$ cat config.mk
export PLATFORM = sky130hd
export DESIGN_NAME = if_prefetch
export DESIGN_NICKNAME = d
export VERILOG_FILES = /design/src/rtl/if_prefetch.sv
export SDC_FILE = /design/constraint.sdc
export NUM_CORES = 1
export LEC_CHECK = 0
export ABC_AREA = 1
export CAP_MARGIN = 30
export CORE_AREA = 2 2 187 189
export CTS_CLUSTER_DIAMETER = 30
export DETAILED_ROUTE_END_ITERATION = 10
export DIE_AREA = 0 0 189 191
export PLACE_DENSITY_LB_ADDON = 0.2
export SYNTH_ARGS = -nofsm -noshare
export SYNTH_HDL_FRONTEND = slang
export SYNTH_SLANG_ARGS = --single-unit
$ cat constraint.sdc
create_clock -name clk -period 4.25 [get_ports clk]
set_clock_uncertainty 0.2 [all_clocks]
set_input_delay 0.85 -clock clk [delete_from_list [all_inputs] [get_ports clk]]
set_output_delay 0.85 -clock clk [all_outputs]
set_load 0.01 [all_outputs]
$ cat src/rtl/if_prefetch.sv
// rtl/if_prefetch.sv - instruction fetch prefetch unit with redirect handling
//
// Purpose: issues sequential instruction memory requests (one outstanding at a
// time), buffers responses in a DEPTH-entry {pc, instr} FIFO for decode, and
// flushes/refetches on a branch redirect.
//
// Ports:
//   clk, reset                      clock, asynchronous active-high reset
//   redirect, redirect_rel,         branch taken; relative/absolute select;
//   redirect_target                 absolute target or two's-complement offset
//   imem_req, imem_addr             memory request (held stable until ack)
//   imem_ack, imem_data             memory response
//   out_valid, out_ready            head entry handshake to decode
//   out_pc, out_instr, out_pc_next  head entry contents and its successor PC

module if_prefetch #(
    parameter int                ADDR_W   = 32,
    parameter int                INSTR_W  = 32,
    parameter int                DEPTH    = 4,
    parameter logic [ADDR_W-1:0] RESET_PC = '0,
    parameter int                PC_STEP  = 4
) (
    input  logic               clk,
    input  logic               reset,
    input  logic               redirect,
    input  logic               redirect_rel,
    input  logic [ADDR_W-1:0]  redirect_target,
    output logic               imem_req,
    output logic [ADDR_W-1:0]  imem_addr,
    input  logic               imem_ack,
    input  logic [INSTR_W-1:0] imem_data,
    output logic               out_valid,
    input  logic               out_ready,
    output logic [ADDR_W-1:0]  out_pc,
    output logic [INSTR_W-1:0] out_instr,
    output logic [ADDR_W-1:0]  out_pc_next
);

    localparam int                PTR_W   = $clog2(DEPTH);
    localparam int                CNT_W   = $clog2(DEPTH + 1);
    localparam logic [ADDR_W-1:0] STEP    = ADDR_W'(PC_STEP);
    localparam logic [ADDR_W-1:0] ALIGN   = ~ADDR_W'(PC_STEP - 1);
    localparam logic [CNT_W-1:0]  DEPTH_C = CNT_W'(DEPTH);

    typedef enum logic [1:0] {
        FETCH = 2'd0,
        HOLD  = 2'd1,
        DRAIN = 2'd2
    } state_t;

    state_t             state_q, state_d;
    logic [ADDR_W-1:0]  fetch_pc_q, fetch_pc_d;
    logic               req_q, req_d;
    logic [ADDR_W-1:0]  addr_q, addr_d;
    logic [CNT_W-1:0]   count_q, count_d;
    logic [PTR_W-1:0]   head_q, head_d;
    logic [PTR_W-1:0]   tail_q, tail_d;

    logic [ADDR_W-1:0]  pc_mem    [DEPTH];
    logic [INSTR_W-1:0] instr_mem [DEPTH];

    logic               ack;
    logic               push;
    logic               pop;
    logic               valid;
    logic [ADDR_W-1:0]  head_pc;
    logic [ADDR_W-1:0]  base;
    logic [ADDR_W-1:0]  target;

    // An ack only counts against a live request; stray acks are ignored.
    assign ack     = imem_ack && req_q;
    assign valid   = (count_q != '0);
    // Responses that land while draining belong to the abandoned path.
    assign push    = ack && (state_q == FETCH) && !redirect;
    assign pop     = valid && out_ready && !redirect;
    assign head_pc = pc_mem[head_q];

    // With an empty FIFO, fetch_pc is the PC decode would see next.
    assign base    = valid ? head_pc : fetch_pc_q;
    assign target  = (redirect_rel ? (base + redirect_target) : redirect_target) & ALIGN;

    always_comb begin
        state_d    = state_q;
        fetch_pc_d = fetch_pc_q;
        req_d      = req_q;
        addr_d     = addr_q;
        count_d    = count_q;
        head_d     = head_q;
        tail_d     = tail_q;

        if (redirect) begin
            count_d    = '0;
            head_d     = '0;
            tail_d     = '0;
            fetch_pc_d = target;
        end else begin
            if (push) begin
                tail_d     = tail_q + PTR_W'(1);
                fetch_pc_d = fetch_pc_q + STEP;
            end
            if (pop) begin
                head_d = head_q + PTR_W'(1);
            end
            count_d = count_q + CNT_W'(push) - CNT_W'(pop);
        end

        if (req_q && !ack) begin
            // Request still in flight: keep it on the bus unchanged. A redirect
            // (now or earlier) means its response must be thrown away.
            req_d   = 1'b1;
            state_d = (state_q == DRAIN || redirect) ? DRAIN : FETCH;
        end else if (count_d < DEPTH_C) begin
            // Nothing outstanding after this edge and a slot is free.
            req_d   = 1'b1;
            addr_d  = fetch_pc_d;
            state_d = FETCH;
        end else begin
            req_d   = 1'b0;
            state_d = HOLD;
        end
    end

    always_ff @(posedge clk or posedge reset) begin
        if (reset) begin
            state_q    <= FETCH;
            fetch_pc_q <= RESET_PC;
            req_q      <= 1'b0;
            addr_q     <= RESET_PC;
            count_q    <= '0;
            head_q     <= '0;
            tail_q     <= '0;
        end else begin
            state_q    <= state_d;
            fetch_pc_q <= fetch_pc_d;
            req_q      <= req_d;
            addr_q     <= addr_d;
            count_q    <= count_d;
            head_q     <= head_d;
            tail_q     <= tail_d;
        end
    end

    // Storage needs no reset: outputs are masked whenever the FIFO is empty.
    always_ff @(posedge clk) begin
        if (push) begin
            pc_mem[tail_q]    <= fetch_pc_q;
            instr_mem[tail_q] <= imem_data;
        end
    end

    assign imem_req    = req_q;
    assign imem_addr   = addr_q;
    assign out_valid   = valid;
    assign out_pc      = valid ? head_pc : '0;
    assign out_instr   = valid ? instr_mem[head_q] : '0;
    assign out_pc_next = valid ? (head_pc + STEP) : '0;

endmodule

==> reports/metrics.yaml, run 1 <==
period_share: 1.02
violations: "setup timing"
final_cells: 2691
drt-initial-drc-count: 1234
dieArea_um2: 36100
synth_xor_area_frac: 0.0245
die_y_um: 191
path_clk_slew_ns: 0.04
synth_cell_types: 53
ir_drop_uv: 500
startpoint: "head_q[0]"
cts_tree: "yes"
die-width_um: 189
vias_per_cell: 5.51
synthAdderAreaFrac: 0.0289
r2r_cells: 22
io_pins: 200
hold_viol: 0
start_kind: "flip-flop"
portBuffers: 199
fillers: 2639
cp_data_required_time_ns: 3.20
place_inst: 2514
max-slew-margin-rel: 0.566
routed_wl_um: 52200
tightestPinTransition_ns: 0.651
slew_violations: 0
drc: 0
cts.sinks: 330
syn_inst: 1881
grt_max_degree: 65
coreArea_um2: 34100
fmax_mhz: 230
hold_buffers: 0
gp_congestion: 0.970
arrival_ns: 3.30
pre_cts_ws_ns: 0.0663
setup_tns_ns: -0.421
cts_made_buffers: 70
rsz0062_at_grt: "true"
track_usage: 0.284
crit_type: "reg -> out"
first_global_vias: 14395
vias: 14835
ant_nets: 0
start_util: 0.502
core.rowCount: 68
ys_warn_count: 0
yosys_most_used_dff: "edfxtp_1"
syn_to_final_growth_pct: 34.5
drive_gt1_frac: 0.159
crit_fanout: 14
period_needed_ns: 4.35
layout_setup_ws_ns: -0.0969
synth-simple-area-share: 0.236
syn_nets: 1990
synth_mux_area_frac: 0
first_pass_iters: 5
hpwlAfterDp_um: 34600
synth-seq-cells: 330
grt_overflow: 0
clock_latency_ns: 0.57
cts_buffer_depth: 3
status: "finished with violations"
holdWs_ns: 0.273
yosysSeqAreaShare: 0.557
synth-edff-count: 256
synth_compound_area_frac: 0.100
timing.rr.start: "head_q[0]"
root_buffer: "clkbuf_16"
antenna_found_initial: 0
cts_htree_levels: 3
finalSetupViolations: 7
async_flop_share: 0.224
syn_area_um2: 17100
p_per_area_nw_per_um2: 845
final_nets: 2293
antenna_cells: 0
synth_top_family_by_area: "simple AND/OR/NAND/NOR gates"
power.leakage_uw: 0.00944
cp-end-kind: "output port"
min_from: "imem_addr[0]"
avgSynthCellArea_um2: 9.11
holdCritPathClass: "reg -> reg"
p_total_uw: 19500
grt_pass1_wl_um: 78400
drt-wirelength-per-cell_um: 19.4
whs_path_depth: 2
drv_cap: 0
## layout by cell type, fill, tap and decap left out, types with 6 or more instances in the layout
cell | netlist | layout
a21oi_1 | 99 | 91
a21oi_2 | 0 | 8
a32o_1 | 6 | 6
buf_12 | 0 | 10
buf_4 | 10 | 86
bufinv_16 | 0 | 9
clkbuf_16 | 0 | 72
clkbuf_2 | 0 | 8
clkdlybuf4s50_1 | 0 | 181
clkinv_1 | 2 | 13
clkinv_2 | 0 | 6
clkinv_4 | 1 | 8
clkinvlp_4 | 0 | 10
dfrtp_1 | 74 | 72
edfxtp_1 | 256 | 256
ha_1 | 38 | 37
inv_1 | 119 | 116
inv_2 | 11 | 11
nand2_1 | 423 | 415
nand2_2 | 9 | 13
nand2_4 | 5 | 9
nand3_1 | 84 | 81
nand3_2 | 5 | 8
nand4_1 | 12 | 12
nor2_1 | 346 | 327
nor2_2 | 13 | 19
nor2_4 | 7 | 20
nor3_1 | 27 | 24
o21ai_0 | 123 | 122
o21ai_1 | 17 | 18
o21bai_1 | 24 | 24
o22a_2 | 0 | 6
o22ai_1 | 6 | 6
xnor2_1 | 10 | 7
xor2_1 | 38 | 37
## cell type report
cell class / instances / area, µm² / share of cell area
clock inverters: 48 / 536 / 0.0232
clock buffers: 76 / 1800 / 0.0779
multi-input cells: 1341 / 7020 / 0.304
flip-flops and latches: 330 / 9540 / 0.414
repair buffers: 308 / 3060 / 0.133
well taps: 455 / 569 / 0.0247
inverters: 133 / 528 / 0.0229
## where the power goes
group | switching [µW] | leakage (µW) | internal, µW
logic | 5790 | 0.00510 | 3730
registers | 503 | 0.00324 | 4160
clock network | 1700 | 0.00110 | 3590
total | 7990 | 0.00944 | 11500
## critical path, stage by stage, from the launching register on
cell,delay (ns)
dfrtp_4,0.47
buf_12,0.13
buf_12,0.10
buf_4,0.11
buf_16,0.13
o21ai_1,0.07
o22a_2,0.28
nor2_4,0.14
nand4_1,0.16
nor2_2,0.25
xor2_1,0.31
nor2_1,0.07
clkdlybuf4s50_1,0.50
## sequential cells by signal (all words and copies together), names as in the netlist
signal	cells
instr_mem	128
pc_mem	128
fetch_pc_q	32
imem_addr	32
count_q	3
head_q	2
state_q	2
tail_q	2
imem_req	1
## logic make-up (layout without fill, tap and decap cells)
family,Yosys count,in the layout
simple gates,949,949
flops,330,330
compound gates,305,305
buf+inv,210,565
xor+xnor,48,48
fa+ha+maj,39,39
## routing by layer
metal  track usage  up-vias  share of wire
li1              -     6962              -
met1         0.366     7068           0.41
met2         0.469      674           0.47
met3        0.0499      131          0.079
met4         0.132        0          0.042
met5             0        -              0
## through the flow
stage	utilization	area, µm²
finish	0.676	23100
global route	0.676	23100
CTS	0.667	22700
detailed placement	0.582	19800
global placement	0.582	19800
floorplan	-	17100
## Yosys cell counts (5+ instances only)
library cell,instances,area share
nor2_2,13,0.0047
ha_1,38,0.028
nor2_4,7,0.0046
nor2_1,346,0.076
xnor2_1,10,0.0051
a21oi_1,99,0.029
buf_4,10,0.0044
o21ai_0,123,0.036
nor3_1,27,0.0079
inv_1,119,0.026
xor2_1,38,0.019
a32o_1,6,0.0035
buf_1,12,0.0026
buf_6,8,0.0053
nand3_2,5,0.0029
o21ai_1,17,0.0050
buf_2,7,0.0020
dfrtp_1,74,0.11
o22ai_1,6,0.0022
inv_2,11,0.0024
nand3_1,84,0.025
nor4_1,5,0.0018
o21bai_1,24,0.011
nand2_1,423,0.093
nand4_1,12,0.0044
edfxtp_1,256,0.45
clkbuf_1,39,0.0085
nand2_2,9,0.0033
nand2_4,5,0.0033
o22a_1,9,0.0046
## worst paths after layout
check | end | slack [ns]
max | out_pc_next[13] | -0.1
min | imem_addr[0] | 0.27
max reg2reg | imem_addr[27] | 0.15
min reg2reg | imem_addr[0] | 0.27
max in group asynchronous | fetch_pc_q[20] | 2.65
min in group asynchronous | state_q[1] | 0.42
## what timing repair did
action                                  4_1_cts  5_1_grt
hold endpoints to repair                      0        0
pin swaps                                    22       26
gates cloned                                  4        1
setup buffers                                30       18
resized for setup                            87       72
endpoints found under the setup margin       21       35
Note: power is estimated with default switching activity, not from simulation.
==> run 2, diff against run 1 <==
--- a/config.mk
+++ b/config.mk
@@ -6,11 +6,11 @@
 export NUM_CORES = 1
 export LEC_CHECK = 0
 export ABC_AREA = 1
-export CAP_MARGIN = 30
-export CORE_AREA = 2 2 187 189
+export CAP_MARGIN = 20
+export CORE_AREA = 2 2 178 180
 export CTS_CLUSTER_DIAMETER = 30
 export DETAILED_ROUTE_END_ITERATION = 10
-export DIE_AREA = 0 0 189 191
+export DIE_AREA = 0 0 180 182
 export PLACE_DENSITY_LB_ADDON = 0.2
 export SYNTH_ARGS = -nofsm -noshare
 export SYNTH_HDL_FRONTEND = slang
==> constraint.sdc (replaced) <==
create_clock -name clk -period 4.9 [get_ports clk]
set_clock_uncertainty 0.2 [all_clocks]
set_input_delay 0.98 -clock clk [delete_from_list [all_inputs] [get_ports clk]]
set_output_delay 0.98 -clock clk [all_outputs]
set_load 0.01 [all_outputs]
==> run 2 against run 1 <==
  * The flow now finishes without violations
  * Die area down 9.2%
  * Design area down 4.8%
  * Final cell count down 4.8%
  * Critical path depth unchanged
  * Hold slack better by 0.0013 ns
  * First-iteration DRC count up 7.1%
  * Clock power down 17%
  * Worst setup slack better by 0.18 ns
  * Critical path type unchanged
  * Largest cell class unchanged
==> reports/metrics.yaml, run 2 (synthesized netlist as in run 1, its figures left out) <==
status: "finished clean"
drt-wirelength-per-cell_um: 19.8  # +2.0%
cts_made_buffers: 66  # -5.7%
seqCellArea_um2: 9540  # unchanged
final_area_um2: 22000  # -4.8%
antenna_cells: 0  # unchanged
slew_violations: 0  # unchanged
tightestPinTransition_ns: 0.945  # +0.294 ns
cts_htree_levels: 3  # unchanged
dieArea_um2: 32800  # -9.2%
hpwlAfterDp_um: 33900  # -2.0%
hold_viol: 0  # unchanged
arrival_ns: 3.64  # +0.34 ns
holdWs_ns: 0.274  # +0.00131 ns
root_buffer: "clkbuf_16"
track_usage: 0.305  # +0.0214
fmax_mhz: 208
cts_buffer_depth: 3  # unchanged
period_share: 0.983
cts_tree: "yes"
gp_congestion: 0.950  # -2.0%
drc: 0  # unchanged
power.leakage_uw: 0.00892  # -5.5%
drive_gt1_frac: 0.103  # -0.0564
final_nets: 2216  # -3.4%
first_global_vias: 14050  # -2.4%
dpl_cell_area_um2: 19500  # -1.6%
vias: 14468  # -2.5%
start_kind: "flip-flop"
fin_util: 0.708  # +0.0327
clock_latency_ns: 0.58  # about the same
reg2reg_slack_ns: 0.41  # +0.26 ns
crit_type: "reg -> out"
grt_overflow: 0  # unchanged
ir_drop_uv: 451  # -9.8%
p_per_area_nw_per_um2: 730  # -14%
pre_cts_ws_ns: 0.0226  # -0.0437 ns
path_clk_slew_ns: 0.05  # about the same
io_pins: 200  # unchanged
reg_top3: "instr_mem (128), pc_mem (128)"
max-slew-margin-rel: 0.369  # -0.197
antenna_found_initial: 0  # unchanged
ant_nets: 0  # unchanged
period_needed_ns: 4.82
multi_input_area_um2: 6770  # -3.6%
portBuffers: 199  # unchanged
vias_per_cell: 5.65  # +2.5%
grt_pass1_wl_um: 77200  # -1.5%
cp_data_required_time_ns: 3.72  # +0.52 ns
p_total_uw: 16000  # -18%
routed_wl_um: 50600  # -3.0%
fillers: 2365  # -10%
first_pass_iters: 7  # +2
coreArea_um2: 31000  # -9.2%
finalSetupViolations: 0  # -7
mostFrequentLayoutCells: "423 x nand2_1, 339 x nor2_1, 256 x edfxtp_1"
die-width_um: 180  # -4.8%
hold_buffers: 0  # unchanged
drt-initial-drc-count: 1321  # +7.1%
cp-end-kind: "output port"
grt_max_degree: 67  # +3.1%
core.rowCount: 65  # -4.4%
die_y_um: 182  # -4.7%
start_util: 0.553  # +0.0508
final_common_cell: "nand2_1"
crit_fanout: 22  # +8
holdCritPathClass: "reg -> reg"
syn_to_final_growth_pct: 28.1
drv_cap: 0  # unchanged
cts.sinks: 330  # unchanged
layout_setup_ws_ns: 0.0827  # +0.180 ns
run 2: area by class of cell:
| cell class | count | share of cell area |
|---|---|---|
| clock buffers | 75 | 0.0792 |
| clock inverters | 45 | 0.0201 |
| inverters | 133 | 0.0241 |
| multi-input cells | 1341 | 0.308 |
| flip-flops and latches | 330 | 0.435 |
| well taps | 402 | 0.0229 |
| repair buffers | 234 | 0.110 |
| repair inverters | 1 | 0.000399 |
run 2: timing repair:
item,4_1_cts,5_1_grt
pin swaps,1,5
cloned,0,3
gates resized for setup,8,28
setup buffers,0,8
setup endpoints to repair,13,15
run 2: metrics by stage:
stage          TNS, ns  instances
2_1_floorplan        0       1881
4_1_cts        -0.0256       2550
5_1_grt        -0.0187       2561
3_3_place_gp         0       2430
3_5_place_dp         0       2430
6_report             0       2561
run 2: worst max-delay path, cell delays in order, from the launching register on:
cell and delay [ns]:
dfrtp_4 0.56, clkinv_8 0.12, buf_16 0.16, o21ai_0 0.09, o22a_1 0.26, nor2_2 0.18, and2_1 0.13, inv_1 0.06
nor3_4 0.28, nand4_1 0.33, xnor2_1 0.24, nor2_1 0.09, clkdlybuf4s50_1 0.53
run 2: report_power, final:
group	switching [µW]	leakage, µW	internal [µW]
Combinational	4760	0.00462	2850
Sequential	445	0.00324	3600
Clock	1500	0.00106	2870
Total	6700	0.00892	9330
run 2: worst paths after layout:
path,start,depth (start not counted),endpoint
worst max-delay path,head_q[0],12,out_pc_next[30]
worst min-delay path,imem_addr[23],2,imem_addr[23]
worst max register to register,head_q[0],18,imem_addr[25]
worst min register to register,imem_addr[23],2,imem_addr[23]
max in group asynchronous,reset,3,imem_addr[26]
min in group asynchronous,reset,2,imem_req
run 2: per-layer routing:
layer  track usage  up-vias  wire (µm)
met5             0        -          0
met3        0.0568       88       4100
met2         0.507      661      24200
met1         0.406     6914      21000
met4         0.104        0       1320
li1              -     6805          -
==> run 3, diff against run 2 <==
--- a/config.mk
+++ b/config.mk
@@ -7,10 +7,10 @@
 export LEC_CHECK = 0
 export ABC_AREA = 1
 export CAP_MARGIN = 20
-export CORE_AREA = 2 2 178 180
+export CORE_AREA = 2 2 199 201
 export CTS_CLUSTER_DIAMETER = 30
 export DETAILED_ROUTE_END_ITERATION = 10
-export DIE_AREA = 0 0 180 182
+export DIE_AREA = 0 0 201 203
 export PLACE_DENSITY_LB_ADDON = 0.2
 export SYNTH_ARGS = -nofsm -noshare
 export SYNTH_HDL_FRONTEND = slang
==> run 3 against run 2 <==
  * Critical path depth shrank 1
  * Flip-flop and latch count is the same
  * Register-to-register slack gained 0.17 ns
  * Power grew 5.6%
  * Critical endpoint unchanged
==> reports/metrics.yaml, run 3 (synthesized netlist as in run 1, its figures left out) <==
portBuffers: 199  # unchanged
rsz0062_at_grt: "true"
grtUsageMet1: 0.332  # -0.0743
antenna_found_initial: 0  # unchanged
grt_pass1_wl_um: 79600  # +3.1%
ir_drop_uv: 451  # about the same
crit_path_top_delay_cell: "clkdlybuf4s50_1"
die-width_um: 201  # +12%
track_usage: 0.254  # -0.0510
fmax_mhz: 207  # -0.18%
first_pass_iters: 5  # -2
hold_end: "imem_addr[28]"
place_inst: 2555  # +5.1%
grt_overflow: 0  # unchanged
p_switching_uw: 6780  # +1.2%
drv_cap: 0  # unchanged
p_per_area_nw_per_um2: 747  # +2.3%
cp_data_required_time_ns: 3.72  # about the same
p_int_uw: 10100  # +8.7%
gp_congestion: 0.956  # +0.59%
met3_usage: 0.0499  # -0.00684
worst-path-stages: 11  # -1
start_util: 0.445  # -0.108
path_clk_slew_ns: 0.05  # about the same
crit_fanout: 23  # +4.5%
root_buffer: "clkbuf_16"
cts_tree: "yes"
cts_htree_levels: 3  # unchanged
reg2reg_slack_ns: 0.58  # +0.17 ns
drc: 0  # unchanged
hold_viol: 0  # unchanged
drive_gt1_frac: 0.114  # +0.0116
hpwlAfterDp_um: 35400  # +4.5%
timing.rr.start: "head_q[0]"
critPathTopFamily: "buffers and inverters"
dpl_cell_area_um2: 19700  # +1.1%
vias_per_cell: 5.30  # -6.3%
syn_to_final_growth_pct: 32.3
slew_violations: 0  # unchanged
coreArea_um2: 38500  # +24%
grt-busiest-layer: "met2"
final_nets: 2234  # +0.81%
met2_usage: 0.410  # -0.0966
rr_endpoint: "fetch_pc_q[25]"
final_common_cell: "nand2_1"
period_needed_ns: 4.83  # +0.00894 ns
hold_buffers: 0  # unchanged
cp_cell_sequence: "buf_4, bufbuf_16, nand2_1, a32o_1, nor2_4, nand2_1, nor2_1, nand4_1, xnor2_1, nor2_1, clkdlybuf4s50_1"
comb_power_share: 0.455  # -0.019
r2r_cells: 20  # +2
power_frac_clock: 0.306  # +0.033
final_cells: 2703  # +5.5%
max_stage_delay_ns: 0.56  # about the same
drt-wirelength-per-cell_um: 19.2  # -2.7%
period_share: 0.985  # +0.00182
drt-initial-drc-count: 952  # -28%
io_pins: 200  # unchanged
vias: 14314  # -1.1%
reg_top3: "instr_mem (128), pc_mem (128)"
min_from: "imem_addr[28]"
holdCritPathClass: "reg -> reg"
start_kind: "flip-flop"
crit_type: "reg -> out"
cts_made_buffers: 74  # +12%
whs_path_depth: 2  # unchanged
power.leakage_uw: 0.00925  # +3.7%
tightestPinTransition_ns: 0.842  # -0.103 ns
first_global_vias: 14214  # +1.2%
cts_buffer_depth: 3  # unchanged
arrival_ns: 3.65  # about the same
cp-end-kind: "output port"
status: "finished clean"
p_seq_frac: 0.239  # -0.014
routed_wl_um: 52000  # +2.7%
die_y_um: 203  # +12%
final_area_um2: 22700  # +3.2%
core.rowCount: 72  # +11%
max-slew-margin-rel: 0.439  # +0.0697
worst-path-buf-inv: 3  # -1
finalSetupViolations: 0  # unchanged
cts.sinks: 330  # unchanged
ant_nets: 0  # unchanged
dieArea_um2: 40800  # +25%
grt_max_degree: 66  # -1.5%
fillers: 3301  # +40%
swShare: 0.401  # -0.0173
mostFrequentLayoutCells: "423 x nand2_1, 337 x nor2_1, 256 x edfxtp_1"
clock_latency_ns: 0.58  # about the same
## run 3: cell count changes in the layout (fill, tap and decap cells not counted), sizes merged
cell / delta
buf: +11
bufinv: +10
clkbuf: +8
clkdlybuf4s50: -4
inv: -3
bufbuf: +2
clkinv: -2
dlymetal6s2s: +2
diode: +1
dlygate4sd2: +1
## run 3: final cells by class
type | count | area (µm²) | share of cell area
Sequential cell | 330 | 9540 | 0.421
Multi-Input combinational cell | 1341 | 6800 | 0.300
Timing Repair Buffer | 245 | 2520 | 0.111
Clock buffer | 84 | 1910 | 0.0843
Clock inverter | 51 | 721 | 0.0318
Tap cell | 518 | 648 | 0.0286
Inverter | 133 | 520 | 0.0230
Antenna cell | 1 | 2.50 | 0.000110
## run 3: worst max path at each step
stage,startpoint,to,slack [ns]
6_report,head_q[0],out_pc_next[30],0.07
5_1_grt,head_q[0],out_pc_next[25],-0.03
4_1_cts,head_q[0],out_pc_next[25],-0.02
3_5_place_dp,head_q[0],out_pc_next[30],0.10
3_3_place_gp,head_q[0],out_pc_next[30],0.10
2_1_floorplan,redirect,instr_mem[0][0],0.01
## run 3: tightest hold or removal path: cells and delay by family, from the launching register on
family           cells  cell delay [ns]
flip-flops           1             0.33
AND/OR/NAND/NOR      2             0.11
## run 3: routing by layer
layer  up-vias  wire length (µm)
li1       6860                 -
met1      6794             22400
met2       550             24000
met3       110              3630
met4         0              2020
met5         -                 0
## run 3: through the flow
| step | total power [µW] | setup slack, ns | hold WS (ns) | TNS (ns) | util |
|---|---|---|---|---|---|
| CTS | 16900 | -0.0151 | 0.276 | -0.0151 | 0.587 |
| global placement | 11500 | 0.100 | 0.265 | 0 | 0.513 |
| global route | 17900 | -0.0310 | 0.300 | -0.0392 | 0.589 |
| detailed placement | 11500 | 0.103 | 0.264 | 0 | 0.513 |
| finish | 16900 | 0.0737 | 0.275 | 0 | 0.589 |
| floorplan | 8520 | 0.0107 | 0.276 | 0 | - |
## run 3: timing repair
item | CTS | global route
resized for setup | 14 | 23
buffers inserted | 5 | 4
gates cloned | 3 | 0
endpoints found under the setup margin | 9 | 15
pin swaps | 5 | 3
## run 3: power groups by stage
stage | Clock [µW] | Sequential [µW] | Combinational (µW)
6_report | 5180 | 4040 | 7700
5_1_grt | 5400 | 4090 | 8430
4_1_cts | 5240 | 4030 | 7620
3_5_place_dp | 0 | 4060 | 7450
3_3_place_gp | 0 | 4050 | 7410
2_1_floorplan | 0 | 3980 | 4540
